--- config.mk ---
export PLATFORM = sky130hd
export DESIGN_NAME = rx_descrambler_ctrl_flat
export DESIGN_NICKNAME = d
export VERILOG_FILES = /design/src/rtl/rx_descrambler_ctrl_pkg.sv /design/src/rtl/rx_descrambler_ctrl_if.sv /design/src/rtl/rx_descrambler_ctrl_sym_counter.sv /design/src/rtl/rx_descrambler_ctrl.sv /design/src/flat_wrapper.sv
export SDC_FILE = /design/constraint.sdc
export NUM_CORES = 1
export LEC_CHECK = 0
export CAP_MARGIN = 5
export CORE_MARGIN = 2
export CORE_UTILIZATION = 60
export DETAILED_ROUTE_END_ITERATION = 6
export GPL_ROUTABILITY_DRIVEN = 0
export PLACE_DENSITY = 0.84
export SLEW_MARGIN = 20
export SYNTH_ARGS = -nofsm -noshare
export SYNTH_HDL_FRONTEND = slang
export SYNTH_SLANG_ARGS = --single-unit
export TNS_END_PERCENT = 50
--- constraint.sdc ---
create_clock -name Clock -period 8.65 [get_ports Clock]
set_clock_uncertainty 0.15 [all_clocks]
set_input_delay 2.595 -clock Clock [delete_from_list [all_inputs] [get_ports Clock]]
set_output_delay 2.595 -clock Clock [all_outputs]
set_load 0.01 [all_outputs]
--- src/rtl/rx_descrambler_ctrl_pkg.sv ---
// rx_ctrl_pkg: shared types and constants for the 802.11a receive descrambler sequencer.
package rx_ctrl_pkg;

    typedef enum logic [2:0] {
        ST_IDLE,
        ST_SEED,
        ST_SERVICE,
        ST_PAYLOAD,
        ST_TAIL,
        ST_PAD
    } state_t;

    localparam int unsigned SEED_BITS    = 7;
    localparam int unsigned SERVICE_BITS = 16;
    localparam int unsigned TAIL_BITS    = 6;

    localparam int unsigned NUM_NDBPS = 8;
    localparam int unsigned LEGAL_NDBPS [NUM_NDBPS] = '{24, 36, 48, 72, 96, 144, 192, 216};

    // True when n is one of the 802.11a data-bits-per-symbol rates
    function automatic logic ndbps_is_legal(input int unsigned n);
        logic ok;
        ok = 1'b0;
        for (int unsigned i = 0; i < NUM_NDBPS; i++) begin
            if (LEGAL_NDBPS[i] == n) ok = 1'b1;
        end
        return ok;
    endfunction

endpackage

--- src/rtl/rx_descrambler_ctrl_if.sv ---
// Bit-stream / descrambler control bundle for rx_descrambler_ctrl.
// slave: the sequencer side; master: the bit-stream source / descrambler side.
interface rx_descrambler_ctrl_if #(
    parameter int unsigned LEN_W   = 12,
    parameter int unsigned NDBPS_W = 8
) ();
    logic               Start;
    logic [LEN_W-1:0]   Length;
    logic [NDBPS_W-1:0] Ndbps;
    logic               InValid;
    logic               InBit;
    logic               DescrBit;
    logic               SeedLoad;
    logic [6:0]         Seed;
    logic               DescrEn;
    logic               PayloadValid;
    logic               Busy;
    logic               Done;
    logic               Error;

    modport slave (
        input  Start, Length, Ndbps, InValid, InBit, DescrBit,
        output SeedLoad, Seed, DescrEn, PayloadValid, Busy, Done, Error
    );

    modport master (
        output Start, Length, Ndbps, InValid, InBit, DescrBit,
        input  SeedLoad, Seed, DescrEn, PayloadValid, Busy, Done, Error
    );
endinterface

--- src/rtl/rx_descrambler_ctrl_sym_counter.sv ---
// rx_sym_counter: mod-Ndbps counter of accepted DATA bits; Wrap marks the bit closing a symbol.
module rx_sym_counter #(
    parameter int unsigned NDBPS_W = 8
) (
    input  logic               Clock,
    input  logic               Reset,
    input  logic               i_clear,
    input  logic               i_adv,
    input  logic [NDBPS_W-1:0] i_ndbps,
    output logic               o_wrap
);
    logic [NDBPS_W-1:0] r_cnt;
    logic               w_last;

    assign w_last = (r_cnt == (i_ndbps - NDBPS_W'(1)));
    assign o_wrap = i_adv && w_last;

    // Count accepted bits modulo Ndbps; held at zero while no frame is active
    always_ff @(posedge Clock or negedge Reset) begin
        if (!Reset) begin
            r_cnt <= '0;
        end else if (i_clear) begin
            r_cnt <= '0;
        end else if (i_adv) begin
            r_cnt <= w_last ? '0 : r_cnt + NDBPS_W'(1);
        end
    end

endmodule

--- src/rtl/rx_descrambler_ctrl.sv ---
// rx_descrambler_ctrl: per-frame sequencer for the 802.11a receive descrambler.
// Recovers the seed from the first 7 SERVICE bits, then qualifies SERVICE,
// PAYLOAD, TAIL and PAD regions. Optional macro SERVICE_CHECK_EN enables
// checking that the 9 reserved SERVICE bits descramble to zero.
module rx_descrambler_ctrl
    import rx_ctrl_pkg::*;
#(
    parameter int unsigned LEN_W   = 12,
    parameter int unsigned NDBPS_W = 8,
    parameter int unsigned CNT_W   = 15
) (
    input  logic                  Clock,
    input  logic                  Reset,
    rx_descrambler_ctrl_if.slave  bus
);
    state_t             r_state;
    state_t             w_next;
    logic [CNT_W-1:0]   r_cnt;
    logic [CNT_W-1:0]   r_len_bits;
    logic [NDBPS_W-1:0] r_ndbps;
    logic [5:0]         r_sr;
    logic [6:0]         r_seed;
    logic               r_done;
    logic               r_err;

    logic               w_acc;
    logic               w_wrap;
    logic               w_start_ok;
    logic               w_seed_load;
    logic               w_finish;
    logic               w_abort;
    logic [6:0]         w_new_seed;
    logic [LEN_W+2:0]   w_len_bits;

`ifdef SERVICE_CHECK_EN
    logic               r_svc_or;
`else
    logic               w_unused_descr;
    assign w_unused_descr = bus.DescrBit;
`endif

    assign w_acc      = bus.InValid && (r_state != ST_IDLE);
    assign w_start_ok = (bus.Length != '0) && ndbps_is_legal(32'(bus.Ndbps));
    assign w_new_seed = {r_sr, bus.InBit};
    assign w_len_bits = {bus.Length, 3'b000};

    rx_sym_counter #(.NDBPS_W(NDBPS_W)) u_sym (
        .Clock   (Clock),
        .Reset   (Reset),
        .i_clear (r_state == ST_IDLE),
        .i_adv   (w_acc),
        .i_ndbps (r_ndbps),
        .o_wrap  (w_wrap)
    );

    // Next-state and region-end decode; each region closes on its last accepted bit
    always_comb begin
        w_next      = r_state;
        w_seed_load = 1'b0;
        w_finish    = 1'b0;
        w_abort     = 1'b0;
        unique case (r_state)
            ST_IDLE: begin
                if (bus.Start && w_start_ok) w_next = ST_SEED;
            end
            ST_SEED: begin
                if (bus.InValid && r_cnt == CNT_W'(SEED_BITS - 1)) begin
                    if (w_new_seed == '0) begin
                        w_abort = 1'b1;
                        w_next  = ST_IDLE;
                    end else begin
                        w_seed_load = 1'b1;
                        w_next      = ST_SERVICE;
                    end
                end
            end
            ST_SERVICE: begin
                if (bus.InValid && r_cnt == CNT_W'(SERVICE_BITS - SEED_BITS - 1)) begin
`ifdef SERVICE_CHECK_EN
                    if (r_svc_or || bus.DescrBit) begin
                        w_abort = 1'b1;
                        w_next  = ST_IDLE;
                    end else begin
                        w_next  = ST_PAYLOAD;
                    end
`else
                    w_next = ST_PAYLOAD;
`endif
                end
            end
            ST_PAYLOAD: begin
                if (bus.InValid && r_cnt == r_len_bits - CNT_W'(1)) w_next = ST_TAIL;
            end
            ST_TAIL: begin
                if (bus.InValid && r_cnt == CNT_W'(TAIL_BITS - 1)) begin
                    // Tail landing on a symbol edge skips PAD entirely
                    if (w_wrap) begin
                        w_finish = 1'b1;
                        w_next   = ST_IDLE;
                    end else begin
                        w_next   = ST_PAD;
                    end
                end
            end
            ST_PAD: begin
                if (w_wrap) begin
                    w_finish = 1'b1;
                    w_next   = ST_IDLE;
                end
            end
            default: w_next = ST_IDLE;
        endcase
    end

    // State register, per-region bit counter and frame parameters
    always_ff @(posedge Clock or negedge Reset) begin
        if (!Reset) begin
            r_state    <= ST_IDLE;
            r_cnt      <= '0;
            r_len_bits <= '0;
            r_ndbps    <= '0;
        end else begin
            r_state <= w_next;
            if (w_next != r_state) r_cnt <= '0;
            else if (w_acc)        r_cnt <= r_cnt + CNT_W'(1);
            if (r_state == ST_IDLE && bus.Start && w_start_ok) begin
                r_len_bits <= CNT_W'(w_len_bits);
                r_ndbps    <= bus.Ndbps;
            end
        end
    end

    // Seed shift register and held seed value
    always_ff @(posedge Clock or negedge Reset) begin
        if (!Reset) begin
            r_sr   <= '0;
            r_seed <= '0;
        end else begin
            if (r_state == ST_SEED && bus.InValid) r_sr <= w_new_seed[5:0];
            if (w_seed_load) r_seed <= w_new_seed;
        end
    end

    // Registered one-cycle Done / Error pulses
    always_ff @(posedge Clock or negedge Reset) begin
        if (!Reset) begin
            r_done <= 1'b0;
            r_err  <= 1'b0;
        end else begin
            r_done <= w_finish;
            r_err  <= w_abort || (r_state == ST_IDLE && bus.Start && !w_start_ok);
        end
    end

`ifdef SERVICE_CHECK_EN
    // OR of descrambled reserved SERVICE bits seen so far in this frame
    always_ff @(posedge Clock or negedge Reset) begin
        if (!Reset) begin
            r_svc_or <= 1'b0;
        end else if (r_state != ST_SERVICE) begin
            r_svc_or <= 1'b0;
        end else if (bus.InValid) begin
            r_svc_or <= r_svc_or || bus.DescrBit;
        end
    end
`endif

    assign bus.SeedLoad     = w_seed_load;
    assign bus.Seed         = w_seed_load ? w_new_seed : r_seed;
    assign bus.DescrEn      = bus.InValid && (r_state != ST_IDLE) && (r_state != ST_SEED);
    assign bus.PayloadValid = bus.InValid && (r_state == ST_PAYLOAD);
    assign bus.Busy         = (r_state != ST_IDLE);
    assign bus.Done         = r_done;
    assign bus.Error        = r_err;

endmodule
--- src/flat_wrapper.sv ---
// flat-port wrapper written by rule: the top's interface ports become plain ports
module rx_descrambler_ctrl_flat import rx_ctrl_pkg::*;
#(
    parameter int unsigned LEN_W   = 12,
    parameter int unsigned NDBPS_W = 8,
    parameter int unsigned CNT_W   = 15
)
  (Clock, Reset, bus_Start, bus_Length, bus_Ndbps, bus_InValid, bus_InBit, bus_DescrBit, bus_SeedLoad, bus_Seed, bus_DescrEn, bus_PayloadValid, bus_Busy, bus_Done, bus_Error);
  rx_descrambler_ctrl_if #(.LEN_W(LEN_W), .NDBPS_W(NDBPS_W)) bus_i ();
  input  logic Clock;
  input  logic Reset;
  input wire logic [$bits(bus_i.Start)-1:0] bus_Start;
  input wire logic [$bits(bus_i.Length)-1:0] bus_Length;
  input wire logic [$bits(bus_i.Ndbps)-1:0] bus_Ndbps;
  input wire logic [$bits(bus_i.InValid)-1:0] bus_InValid;
  input wire logic [$bits(bus_i.InBit)-1:0] bus_InBit;
  input wire logic [$bits(bus_i.DescrBit)-1:0] bus_DescrBit;
  output wire logic [$bits(bus_i.SeedLoad)-1:0] bus_SeedLoad;
  output wire logic [$bits(bus_i.Seed)-1:0] bus_Seed;
  output wire logic [$bits(bus_i.DescrEn)-1:0] bus_DescrEn;
  output wire logic [$bits(bus_i.PayloadValid)-1:0] bus_PayloadValid;
  output wire logic [$bits(bus_i.Busy)-1:0] bus_Busy;
  output wire logic [$bits(bus_i.Done)-1:0] bus_Done;
  output wire logic [$bits(bus_i.Error)-1:0] bus_Error;
  assign bus_i.Start = bus_Start;
  assign bus_i.Length = bus_Length;
  assign bus_i.Ndbps = bus_Ndbps;
  assign bus_i.InValid = bus_InValid;
  assign bus_i.InBit = bus_InBit;
  assign bus_i.DescrBit = bus_DescrBit;
  assign bus_SeedLoad = bus_i.SeedLoad;
  assign bus_Seed = bus_i.Seed;
  assign bus_DescrEn = bus_i.DescrEn;
  assign bus_PayloadValid = bus_i.PayloadValid;
  assign bus_Busy = bus_i.Busy;
  assign bus_Done = bus_i.Done;
  assign bus_Error = bus_i.Error;
  rx_descrambler_ctrl #(.LEN_W(LEN_W), .NDBPS_W(NDBPS_W), .CNT_W(CNT_W)) u_core (.Clock(Clock), .Reset(Reset), .bus(bus_i));
endmodule
Yosys cells after proc, flatten, opt, wreduce, memory -nomap -nowiden. Cells that the tools add are included.

Word-level logic and storage cells: 87. Flip-flop bits (word level): 61. Input port bits: 26. Output and inout port bits: 13.

Reduce and logical (&&, ||, !) cells: 22. Mux-type cells: 32. Equality and inequality tests: 20. Add/subtract/negate cells: 4.

Operators by type and width (number): $eq A15 B3 Y1 const B (2); $mux W15 (2); $eq A8 B8 Y1 const A (3); $mux W8 (3); $mux W3 (7); $pmux W3 S6 (1); $eq A6 B8 Y1 const A (2); $eq A7 B8 Y1 const A (2); $mux W1 (16); $add A15 B1 Y15 const B (1); $eq A15 B15 Y1 (1); $eq A15 B4 Y1 const B (1); $sub A15 B1 Y15 const B (1); $logic_and A1 B1 Y1 (14); $reduce_bool A12 Y1 (1); $add A8 B1 Y8 const B (1); $eq A5 B8 Y1 const A (1); $eq A8 B8 Y1 (1); $sub A8 B1 Y8 const B (1); $logic_not A7 Y1 (1); $mux W7 (1); $eq A3 B2 Y1 const B (2); $eq A3 B3 Y1 const B (2); $reduce_bool A2 Y1 (2); 9 further kinds (9).

Longest topological paths before layout. Gate-level depths: netlist of run 1.

Depth after elaboration: 15. Mapped depth: 10. Mapped depth without buffers: 9.

Modules after synthesis. A second synthesis of run 1 with hierarchy kept.

Cell total of the unflattened synthesis: 374. Area, all modules: 3897.5 µm².

Modules (own cells, without submodules): rx_descrambler_ctrl (sequential area each 1326.3 µm², area each 3109.2 µm², cells an instance 293, times used 1); rx_sym_counter (sequential area each 200.2 µm², area each 788.3 µm², cells an instance 81, times used 1).

Worst setup path before layout of run 1. No wires, ideal clock.

Path kind: input port to output port. Start: input port bus_InValid. End: output port bus_Seed[4]. Arrival: 4.002 ns. Stages on the path: 6. Path slack: 1.903 ns. Required time: 5.905 ns. Buffers on the path: 1. Path through: or4b_4 nor4_2 nand4_1 clkbuf_1 nand2_1 o21ai_0.

Longest elaborated chain between the ends: 4.

Ends and longest elaborated chain: start: declaration (line flat_wrapper.sv:15) `input wire logic [$bits(bus_i.InValid)-1:0] bus_InValid;`; $logic_and A1 B1 Y1 (line rx_descrambler_ctrl.sv:67) `if (bus.InValid && r_cnt == CNT_W'(SEED_BITS - 1)) begin`; $mux W1 (line rx_descrambler_ctrl.sv:67); $mux W1 (line rx_descrambler_ctrl.sv:62) `unique case (r_state)`; $mux W7; end: declaration (line flat_wrapper.sv:19) `output wire logic [$bits(bus_i.Seed)-1:0] bus_Seed;`.

No other way between the ends.

Worst setup path in the final report of run 1.
Start: input port bus_InValid. End: output port bus_Seed[3].

Same word-level chain as after synthesis.

==> reports/results.tsv, run 1 <==
metric	value	unit
status	complete, no violations	
Combinational Power Share	39.6	%
DP Cell Count	489	
final worst setup slack	724.0	ps
total clock sinks	61	
H-Tree Depth	3	
largest net degree at the start of global routing	62	
fill count	472	
part of the power in the clock network	24.1	%
Root Buffer	clkbuf_8	
Worst setup endpoint	bus_Seed[3]	
placement-stage cell area	0.004233	mm2
Arr. time, crit path	5180	ps
Netlist cell types	64	
CP peak stage delay	540	ps
post-synthesis sequential area ratio	39.95	%
Placement Setup Slack	702.4	ps
switching pwr	0.0004432	W
first drt pass iteration count	4	
Area Growth Syn to Fin	16.67	%
kind of critical path	input pin to primary output	
CTS Buffer Depth	2	
diode count	0	
number of synthesized flops with an enable pin	0	
Num CTS Buffers	9	
Area contributors post-synth	dfrtp_1, mux2_2, xnor2_1	
RSZ-0062 raised after global routing	false	
first-pass GRT wire length	14280	um
GRT overflow	0	
fin crit period	7926	ps
VDD IR max	157.0	uV
total of max-cap violations	0	
Fin Setup TNS	0	ps
Synthesis Warnings	0	
FF-to-FF Start	u_core.r_len_bits[3]$_DFFE_PN0P_	
cts hold-fix bufs	0	
Post-Synthesis Cells	385	
worst r2r dst	u_core.r_cnt[1]$_DFFE_PN0P_	
slowest CP cell	clkdlybuf4s50_1	
Rows	29	
DRC Markers	0	
Max Clk Rate	126.2	MHz
Post-Route WL	8304	um
Switching Share	37.60	%
asr flop ratio synth	100.0	%
Pins Over Slew Limit	0	
setup slack, reg-to-reg	5140	ps
Final setup viols	0	
slew margin rel.	38.32	%
die width	83.81	um
Setup Buffers After CTS	0	
hpwl dp	5963	um
CTS resizes	0	
worst reg-to-reg path cell count	8	
I/O pin cnt	39	
P_int	0.0007354	W
CTS tree	done	
syn nets	418	
Routed Antenna Nets	0	
worst min-delay path category	register to register	
syn avg cell area	9.925	um2
Synth top area share	39.95	%
fin crit share	91.63	%
Final nets	456	
CP startpoint	bus_InValid	
fraction of layout cells with a size suffix above 1	16.59	%
most common cell in the netlist	dfrtp_1	
PD cells	264.4	mW/mm2
part of the power in registers	36.3	%
clock insertion delay at the later pin of the skew report	340	ps
initial antenna violation count	0	
CP max FO	11	
full die area	0.007023	mm2
Synth Flop Type	dfrtp_1	
most frequent cells after synthesis	dfrtp_1, nand2_1, xnor2_1	
CP Cell Sequence	clkdlybuf4s50_1 -> or4b_4 -> nor4_2 -> nand4_1 -> buf_4 -> clkinv_1 -> nand2_1 -> nand2_1 -> clkdlybuf4s50_1	
Post-Syn Area	0.003821	mm2
Vias/cell	6.018	
Buffers on Ports	37	
1st-iter DRT viols	162	
FF/Latch Area	0.001526	mm2
CORE AREA	0.006241	mm2
vias in the first global route	3007	
routed len/inst	16.44	um
flops & latches, synth	61	
hold slack	321.2	ps
P_leak	1.868	nW
DR vias	3039	
Worst setup EP type	primary output	
Initial Util	61.23	%
Reg clk slew, reported paths	70	ps
Slew @ Worst Pin	925.3	ps
final hold violation count	0	
CP startpoint kind	input pin	
multi-input logic area	0.002151	mm2
post-route cell area	0.004458	mm2
CP required	5910	ps
biggest area consumer among synthesized cells	dfrtp_1	
non-filler cells, final	505	
All-Layer GR Usage	25.35	%
Die Y	83.81	um
kinds of logic (layout without fill, tap and decap cells):
group	count (synthesis)	after routing	synth area share, %
and+or+nand+nor	167	167	26.29
DFF	61	61	39.95
AOI/OAI and AO/OA	53	53	10.97
xor gates and xnor gates	41	41	9.398
buffers and inverters	31	74	3.765
muxes	25	25	7.335
adders and majority gates	7	7	2.292
worst max-delay path: cells and delay by family:
family	cells	cell delay, ps
buf+inv	4	1380
simple gates	5	1200
state kept, by name (all words and copies together), names as in the netlist:
| name | flops |
|---|---|
| u_core.r_cnt | 15 |
| u_core.r_len_bits | 12 |
| u_core.r_ndbps | 8 |
| u_core.u_sym.r_cnt | 8 |
| u_core.r_seed | 7 |
| u_core.r_sr | 6 |
| u_core.r_state | 3 |
| u_core.bus.Done | 1 |
| u_core.bus.Error | 1 |
power groups by stage:
stage | clock, W | sequential (W) | combinational, W
floorplan | 0 | 0.000399 | 0.000378
global placement | 0 | 0.000428 | 0.000445
detailed placement | 0 | 0.000432 | 0.000460
CTS | 0.000288 | 0.000426 | 0.000466
global route | 0.000304 | 0.000438 | 0.000517
finish | 0.000284 | 0.000428 | 0.000467
routing by layer:
metal / vias up / share of wire [%] / global-route usage (%)
li1: 1470 / - / -
met1: 1483 / 43 / 33.66
met2: 74 / 51 / 41.38
met3: 12 / 4.5 / 4.352
met4: 0 / 1.6 / 10.26
met5: - / 0 / 0
placed cells by master (no fill, tap or decap), drive strengths merged, types with 14 or more instances in the layout:
master and instances:
dfrtp 61, nand2 43, clkdlybuf4s50 36, xnor2 26, mux2 24, nor4 24, nor2 21, inv 16
xor2 15, o21ai 14
stage by stage:
step	util, %	total power (W)
3_3_place_gp	67.82	0.0008725
4_1_cts	71.43	0.001180
2_1_floorplan	-	0.0007770
5_1_grt	71.43	0.001259
6_report	71.43	0.001179
3_5_place_dp	67.82	0.0008915
how the worst min path moves through the flow:
stage / start / end / depth (start not counted)
floorplan: u_core.r_sr[2]$_DFFE_PN0P_ / u_core.r_sr[3]$_DFFE_PN0P_ / 2
global placement: u_core.r_seed[1]$_DFF_PN0_ / u_core.r_seed[1]$_DFF_PN0_ / 2
detailed placement: u_core.r_seed[0]$_DFF_PN0_ / u_core.r_seed[0]$_DFF_PN0_ / 2
CTS: u_core.r_seed[0]$_DFF_PN0_ / u_core.r_seed[0]$_DFF_PN0_ / 2
global route: u_core.r_seed[0]$_DFF_PN0_ / u_core.r_seed[0]$_DFF_PN0_ / 2
finish: u_core.r_seed[2]$_DFF_PN0_ / u_core.r_seed[2]$_DFF_PN0_ / 2
cell type report:
cell class	instances	share of cell area [%]
Inverter	17	1.431
Clock buffer	11	3.171
Timing Repair Buffer	41	8.869
Clock inverter	5	1.880
Tap cell	77	2.161
Multi-Input combinational cell	293	48.25
Sequential cell	61	34.24
Note: power is estimated with default switching activity, not from simulation.
==> run 2: changes to the inputs <==
--- a/config.mk
+++ b/config.mk
@@ -7,11 +7,11 @@
 export LEC_CHECK = 0
 export CAP_MARGIN = 5
 export CORE_MARGIN = 2
-export CORE_UTILIZATION = 60
+export CORE_UTILIZATION = 57
 export DETAILED_ROUTE_END_ITERATION = 6
 export GPL_ROUTABILITY_DRIVEN = 0
-export PLACE_DENSITY = 0.84
-export SLEW_MARGIN = 20
+export PLACE_DENSITY = 0.8
+export SETUP_SLACK_MARGIN = 0.1
 export SYNTH_ARGS = -nofsm -noshare
 export SYNTH_HDL_FRONTEND = slang
 export SYNTH_SLANG_ARGS = --single-unit
==> constraint.sdc (replaced) <==
create_clock -name Clock -period 7.4 [get_ports Clock]
set_clock_uncertainty 0.15 [all_clocks]
set_input_delay 2.22 -clock Clock [delete_from_list [all_inputs] [get_ports Clock]]
set_output_delay 2.22 -clock Clock [all_outputs]
set_load 0.01 [all_outputs]
==> run 2 against run 1 <==
The run now ends with DRC left. Die area rose by 5.0%. Clock-buffer cell count rose by 2. Cell area fell by 0.59%. Global-route usage fell by 1.5 points. Critical endpoint is now bus_Seed[5]. Largest cell class unchanged. Largest power group unchanged.
==> reports/results.tsv, run 2 (synthesis gave the netlist of run 1 again) <==
metric	value	unit
Routed Antenna Nets	0	
CORE AREA	0.006422	mm2
GRT overflow	0	
Vias/cell	6.058	
commonest non-fill, non-tap cell in the layout	dfrtp_1	
CP max FO	9	
CP Cell Sequence	clkdlybuf4s50_1 -> or4b_4 -> nor4_2 -> nand4_1 -> clkinv_1 -> nand2_1 -> nand2_1 -> clkdlybuf4s50_1	
CP startpoint kind	input pin	
Top Registers	u_core.r_cnt x15, u_core.r_len_bits x12	
hpwl dp	5996	um
total clock sinks	61	
Fin Setup TNS	0	ps
CTS resizes	0	
Final nets	456	
CTS tree	done	
CP required	5030	ps
P_leak	1.863	nW
full die area	0.007375	mm2
vias in the first global route	2949	
PD cells	304.7	mW/mm2
setup slack, reg-to-reg	4060	ps
diode count	0	
slowest CP cell	clkdlybuf4s50_1	
Setup Buffers After CTS	0	
most frequent cells in the layout	dfrtp_1, nand2_1, clkdlybuf4s50_1, xnor2_1, mux2_2	
routed len/inst	16.65	um
Max Clk Rate	141.7	MHz
non-filler cells, final	503	
hold slack	323.2	ps
Worst setup EP type	primary output	
H-Tree Depth	3	
Slew @ Worst Pin	961.0	ps
Reg clk slew, reported paths	60	ps
fraction of layout cells with a size suffix above 1	16.20	%
fin crit share	95.39	%
largest net degree at the start of global routing	62	
Post-Route WL	8373	um
first drt pass iteration count	7	
failing checks	DRC	
Root Buffer	clkbuf_8	
initial antenna violation count	0	
final worst setup slack	341.5	ps
Placement Setup Slack	331.5	ps
kind of critical path	input pin to primary output	
Rows	29	
total of max-cap violations	0	
DRC Markers	3	
DP Cell Count	489	
Largest Register	u_core.r_cnt	
slew margin rel.	35.93	%
max reg flops	15	
Area Growth Syn to Fin	15.98	%
I/O pin cnt	39	
Arr. time, crit path	4690	ps
Buffers on Ports	37	
DR vias	3047	
CP peak stage delay	540	ps
Num CTS Buffers	9	
VDD IR max	185.7	uV
Die Y	85.88	um
worst min-delay path category	register to register	
Initial Util	59.50	%
post-route cell area	0.004432	mm2
status	complete, but fails checks	
All-Layer GR Usage	23.88	%
Pins Over Slew Limit	0	
first-pass GRT wire length	13970	um
final hold violation count	0	
die width	85.88	um
cts hold-fix bufs	0	
1st-iter DRT viols	199	
Final setup viols	0	
CTS Buffer Depth	2	
placement-stage cell area	0.004233	mm2
fin crit period	7059	ps
clock insertion delay at the later pin of the skew report	340	ps
RSZ-0062 raised after global routing	false	
==> run 2: per-layer routing <==
layer  share of wire, %  track usage, %
met4                1.4           8.658
met2                 50           38.76
met5                  0               0
met1                 44           31.91
met3                4.7           4.620
==> run 2: layout make-up <==
type,instances,area (um2)
repair buffers,41,395.4
inverters,17,63.81
clock buffers,13,168.9
multi-input cells,293,2151
fillers,503,1991
well taps,77,96.34
flip-flops and latches,61,1526
clock inverters,1,30.03
==> run 2: worst paths after layout <==
kind / from / end / depth (start not counted)
hold reg to reg: u_core.r_seed[1]$_DFF_PN0_ / u_core.r_seed[1]$_DFF_PN0_ / 2
min in group asynchronous: Reset / u_core.u_sym.r_cnt[5]$_DFFE_PN0P_ / 2
max in group asynchronous: Reset / u_core.r_cnt[0]$_DFFE_PN0P_ / 2
setup / recovery: bus_InValid / bus_Seed[5] / 8
setup reg to reg: u_core.r_len_bits[3]$_DFFE_PN0P_ / u_core.r_cnt[0]$_DFFE_PN0P_ / 8
hold / removal: u_core.r_seed[1]$_DFF_PN0_ / u_core.r_seed[1]$_DFF_PN0_ / 2
==> run 2: through the flow <==
stage / util [%] / power [W]
4_1_cts: 69.00 / 0.001353
3_3_place_gp: 65.91 / 0.001024
6_report: 69.00 / 0.001350
5_1_grt: 69.00 / 0.001427
3_5_place_dp: 65.91 / 0.001046
2_1_floorplan: - / 0.0009083
==> run 2: report_power, final <==
group	switching, W	internal (W)
Sequential	0.0000995	0.000404
Combinational	0.000289	0.000256
Clock	0.000123	0.000180
Total	0.000511	0.000840
==> run 2: worst max-delay path: cells and delay by family <==
| kind | cells | cell delay [ps] |
|---|---|---|
| AND/OR/NAND/NOR | 5 | 1230 |
| buffers and inverters | 3 | 1240 |
==> run 3: changes to the inputs <==
--- a/config.mk
+++ b/config.mk
@@ -7,12 +7,13 @@
 export LEC_CHECK = 0
 export CAP_MARGIN = 5
 export CORE_MARGIN = 2
-export CORE_UTILIZATION = 57
+export CORE_UTILIZATION = 58
 export DETAILED_ROUTE_END_ITERATION = 6
 export GPL_ROUTABILITY_DRIVEN = 0
-export PLACE_DENSITY = 0.8
+export PLACE_DENSITY = 0.81
 export SETUP_SLACK_MARGIN = 0.1
 export SYNTH_ARGS = -nofsm -noshare
 export SYNTH_HDL_FRONTEND = slang
+export SYNTH_HIERARCHICAL = 1
 export SYNTH_SLANG_ARGS = --single-unit
 export TNS_END_PERCENT = 50
==> run 3 against run 2 <==
The flow now finishes without violations. Sequential cell count did not move. Area after synthesis up 2.0%. Critical path depth is the same. Clock-buffer cell count shrank 2. Cell area rose by 0.56%. Maximum frequency is 0.28% lower. Utilization rose by 0.39 points. Cell count shrank 2.6%. Global-route usage rose by 0.86 points. Combinational power fell by 40%. Register-to-register slack better by 50 ps. Critical endpoint is now bus_Seed[4]. Largest cell class unchanged.
==> reports/results.tsv, run 3 <==
metric	value	unit
I/O pin cnt	39	
Worst setup EP type	primary output	
slew margin rel.	38.20	%
Post-Syn Area	0.003897	mm2
Synthesis Warnings	6	
final hold violation count	0	
Arr. time, crit path	4710	ps
first-pass GRT wire length	14460	um
CTS Buffer Depth	2	
Synth Flop Type	dfrtp_1	
commonest non-fill, non-tap cell in the layout	dfrtp_1	
Fin Setup TNS	0	ps
Max Clk Rate	141.3	MHz
CTS resizes	0	
largest net degree at the start of global routing	62	
CTS tree	done	
Top Registers	u_core/r_cnt x15, u_core/r_len_bits x12	
Final setup viols	0	
GRT overflow	0	
max reg flops	15	
most common cell in the netlist	dfrtp_1	
Rows	29	
CORE AREA	0.006422	mm2
fill count	489	
RSZ-0062 raised after global routing	false	
Root Buffer	clkbuf_8	
Synth top area share	39.17	%
Pins Over Slew Limit	0	
PD cells	234.9	mW/mm2
Post-Synthesis Cells	374	
total clock sinks	61	
hold slack	347.2	ps
Area contributors post-synth	dfrtp_1, mux2_2, xnor2_1	
die width	85.98	um
Largest Register	u_core/r_cnt	
Netlist cell types	75	
total of max-cap violations	0	
Vias/cell	6.257	
kind of critical path	input pin to primary output	
DRC Markers	0	
Routed Antenna Nets	0	
asr flop ratio synth	100.0	%
fraction of layout cells with a size suffix above 1	21.31	%
Setup Buffers After CTS	0	
flops & latches, synth	61	
routed len/inst	17.42	um
CP startpoint kind	input pin	
All-Layer GR Usage	24.73	%
most frequent cells after synthesis	dfrtp_1, mux2_2, nand2_1, xnor2_1	
number of synthesized flops with an enable pin	0	
Slew @ Worst Pin	927.0	ps
syn nets	407	
setup slack, reg-to-reg	4110	ps
initial antenna violation count	0	
clock insertion delay at the later pin of the skew report	350	ps
fin crit share	95.66	%
fin crit period	7079	ps
hpwl dp	6027	um
VDD IR max	166.3	uV
first drt pass iteration count	5	
vias in the first global route	3016	
full die area	0.007392	mm2
Num CTS Buffers	9	
1st-iter DRT viols	226	
Die Y	85.98	um
post-synthesis sequential area ratio	39.17	%
Buffers on Ports	37	
worst min-delay path category	register to register	
Final nets	441	
cts hold-fix bufs	0	
Post-Route WL	8535	um
Initial Util	60.69	%
DR vias	3066	
CP max FO	9	
Reg clk slew, reported paths	70	ps
status	complete, no violations	
diode count	0	
P_leak	1.804	nW
biggest area consumer among synthesized cells	dfrtp_1	
syn avg cell area	10.42	um2
H-Tree Depth	3	
CP required	5030	ps
Area Growth Syn to Fin	14.35	%
most frequent cells in the layout	dfrtp_1, clkdlybuf4s50_1, mux2_2, nand2_1, xnor2_1	
run 3: changes by cell type in the layout (fill, tap and decap cells not counted), moves of 6 or more:
| cell | delta |
|---|---|
| mux2_2 | +6 |
| nor4_2 | -11 |
| nand4_1 | +6 |
| a21oi_2 | +6 |
| nand2_1 | -21 |
| xor2_1 | +6 |
run 3: area by class of cell:
class	count	area, um2	area share (%)
clock buffer	11	141.4	3.172
multi-input combinational	281	2216	49.72
tap	77	96.34	2.162
inverter	16	60.06	1.348
sequential	61	1526	34.25
timing repair buffer	39	380.4	8.535
clock inverter	5	36.28	0.8142
run 3: worst paths after layout:
| kind | end | start | depth (start not counted) |
|---|---|---|---|
| min in group asynchronous | u_core/r_ndbps[0]$_DFFE_PN0P_ | Reset | 2 |
| setup reg to reg | u_core/r_cnt[4]$_DFFE_PN0P_ | u_core/r_ndbps[0]$_DFFE_PN0P_ | 11 |
| max in group asynchronous | u_core/r_len_bits[8]$_DFFE_PN0P_ | Reset | 2 |
| setup / recovery | bus_Seed[4] | bus_InValid | 8 |
| hold / removal | u_core/r_seed[2]$_DFF_PN0_ | u_core/r_seed[2]$_DFF_PN0_ | 1 |
| hold reg to reg | u_core/r_seed[2]$_DFF_PN0_ | u_core/r_seed[2]$_DFF_PN0_ | 1 |
run 3: cells by family after synthesis:
logic type / after synthesis / synth area share [%]
adder cells (fa/ha/maj): 7 / 2.247
AND/OR/NAND/NOR: 139 / 22.38
buffers and inverters: 32 / 3.981
flip-flops: 61 / 39.17
AO/OA/AOI/OAI: 61 / 13.64
multiplexers: 31 / 8.924
XOR/XNOR: 43 / 9.663
run 3: power breakdown:
| part | internal (W) | leakage (nW) | total, W | switching, W |
|---|---|---|---|---|
| sequential | 0.000382 | 0.816 | 0.000453 | 0.0000713 |
| combinational | 0.000154 | 0.906 | 0.000326 | 0.000172 |
| clock | 0.000130 | 0.0815 | 0.000268 | 0.000137 |
run 3: per-stage QoR:
stage / utilization (%) / total power [W] / std cells / instance area [um2] / setup WS (ps)
6_report: 69.39 / 0.001047 / 490 / 4457 / 321.4
5_1_grt: 69.39 / 0.001106 / 490 / 4457 / 139.0
2_1_floorplan: - / 0.0006917 / 374 / 3897 / 1647
3_3_place_gp: 66.63 / 0.0007646 / 474 / 4279 / 416.4
4_1_cts: 69.39 / 0.001050 / 490 / 4457 / 338.7
3_5_place_dp: 66.63 / 0.0007794 / 474 / 4279 / 365.9
run 3: metal layers:
layer / track usage, % / vias up / wire, um
li1: - / 1443 / -
met1: 33.79 / 1515 / 3824
met2: 39.39 / 95 / 4113
met3: 5.101 / 13 / 479
met4: 8.369 / 0 / 117
met5: 0 / - / 0
run 3: worst max-delay path: stages:
cell and delay [ps]:
clkdlybuf4s50_1 540, nor4b_2 300, and2_1 230, nand4_1 180, nor2_1 170, nand2_1 230
mux2_2 310, clkdlybuf4s50_1 530
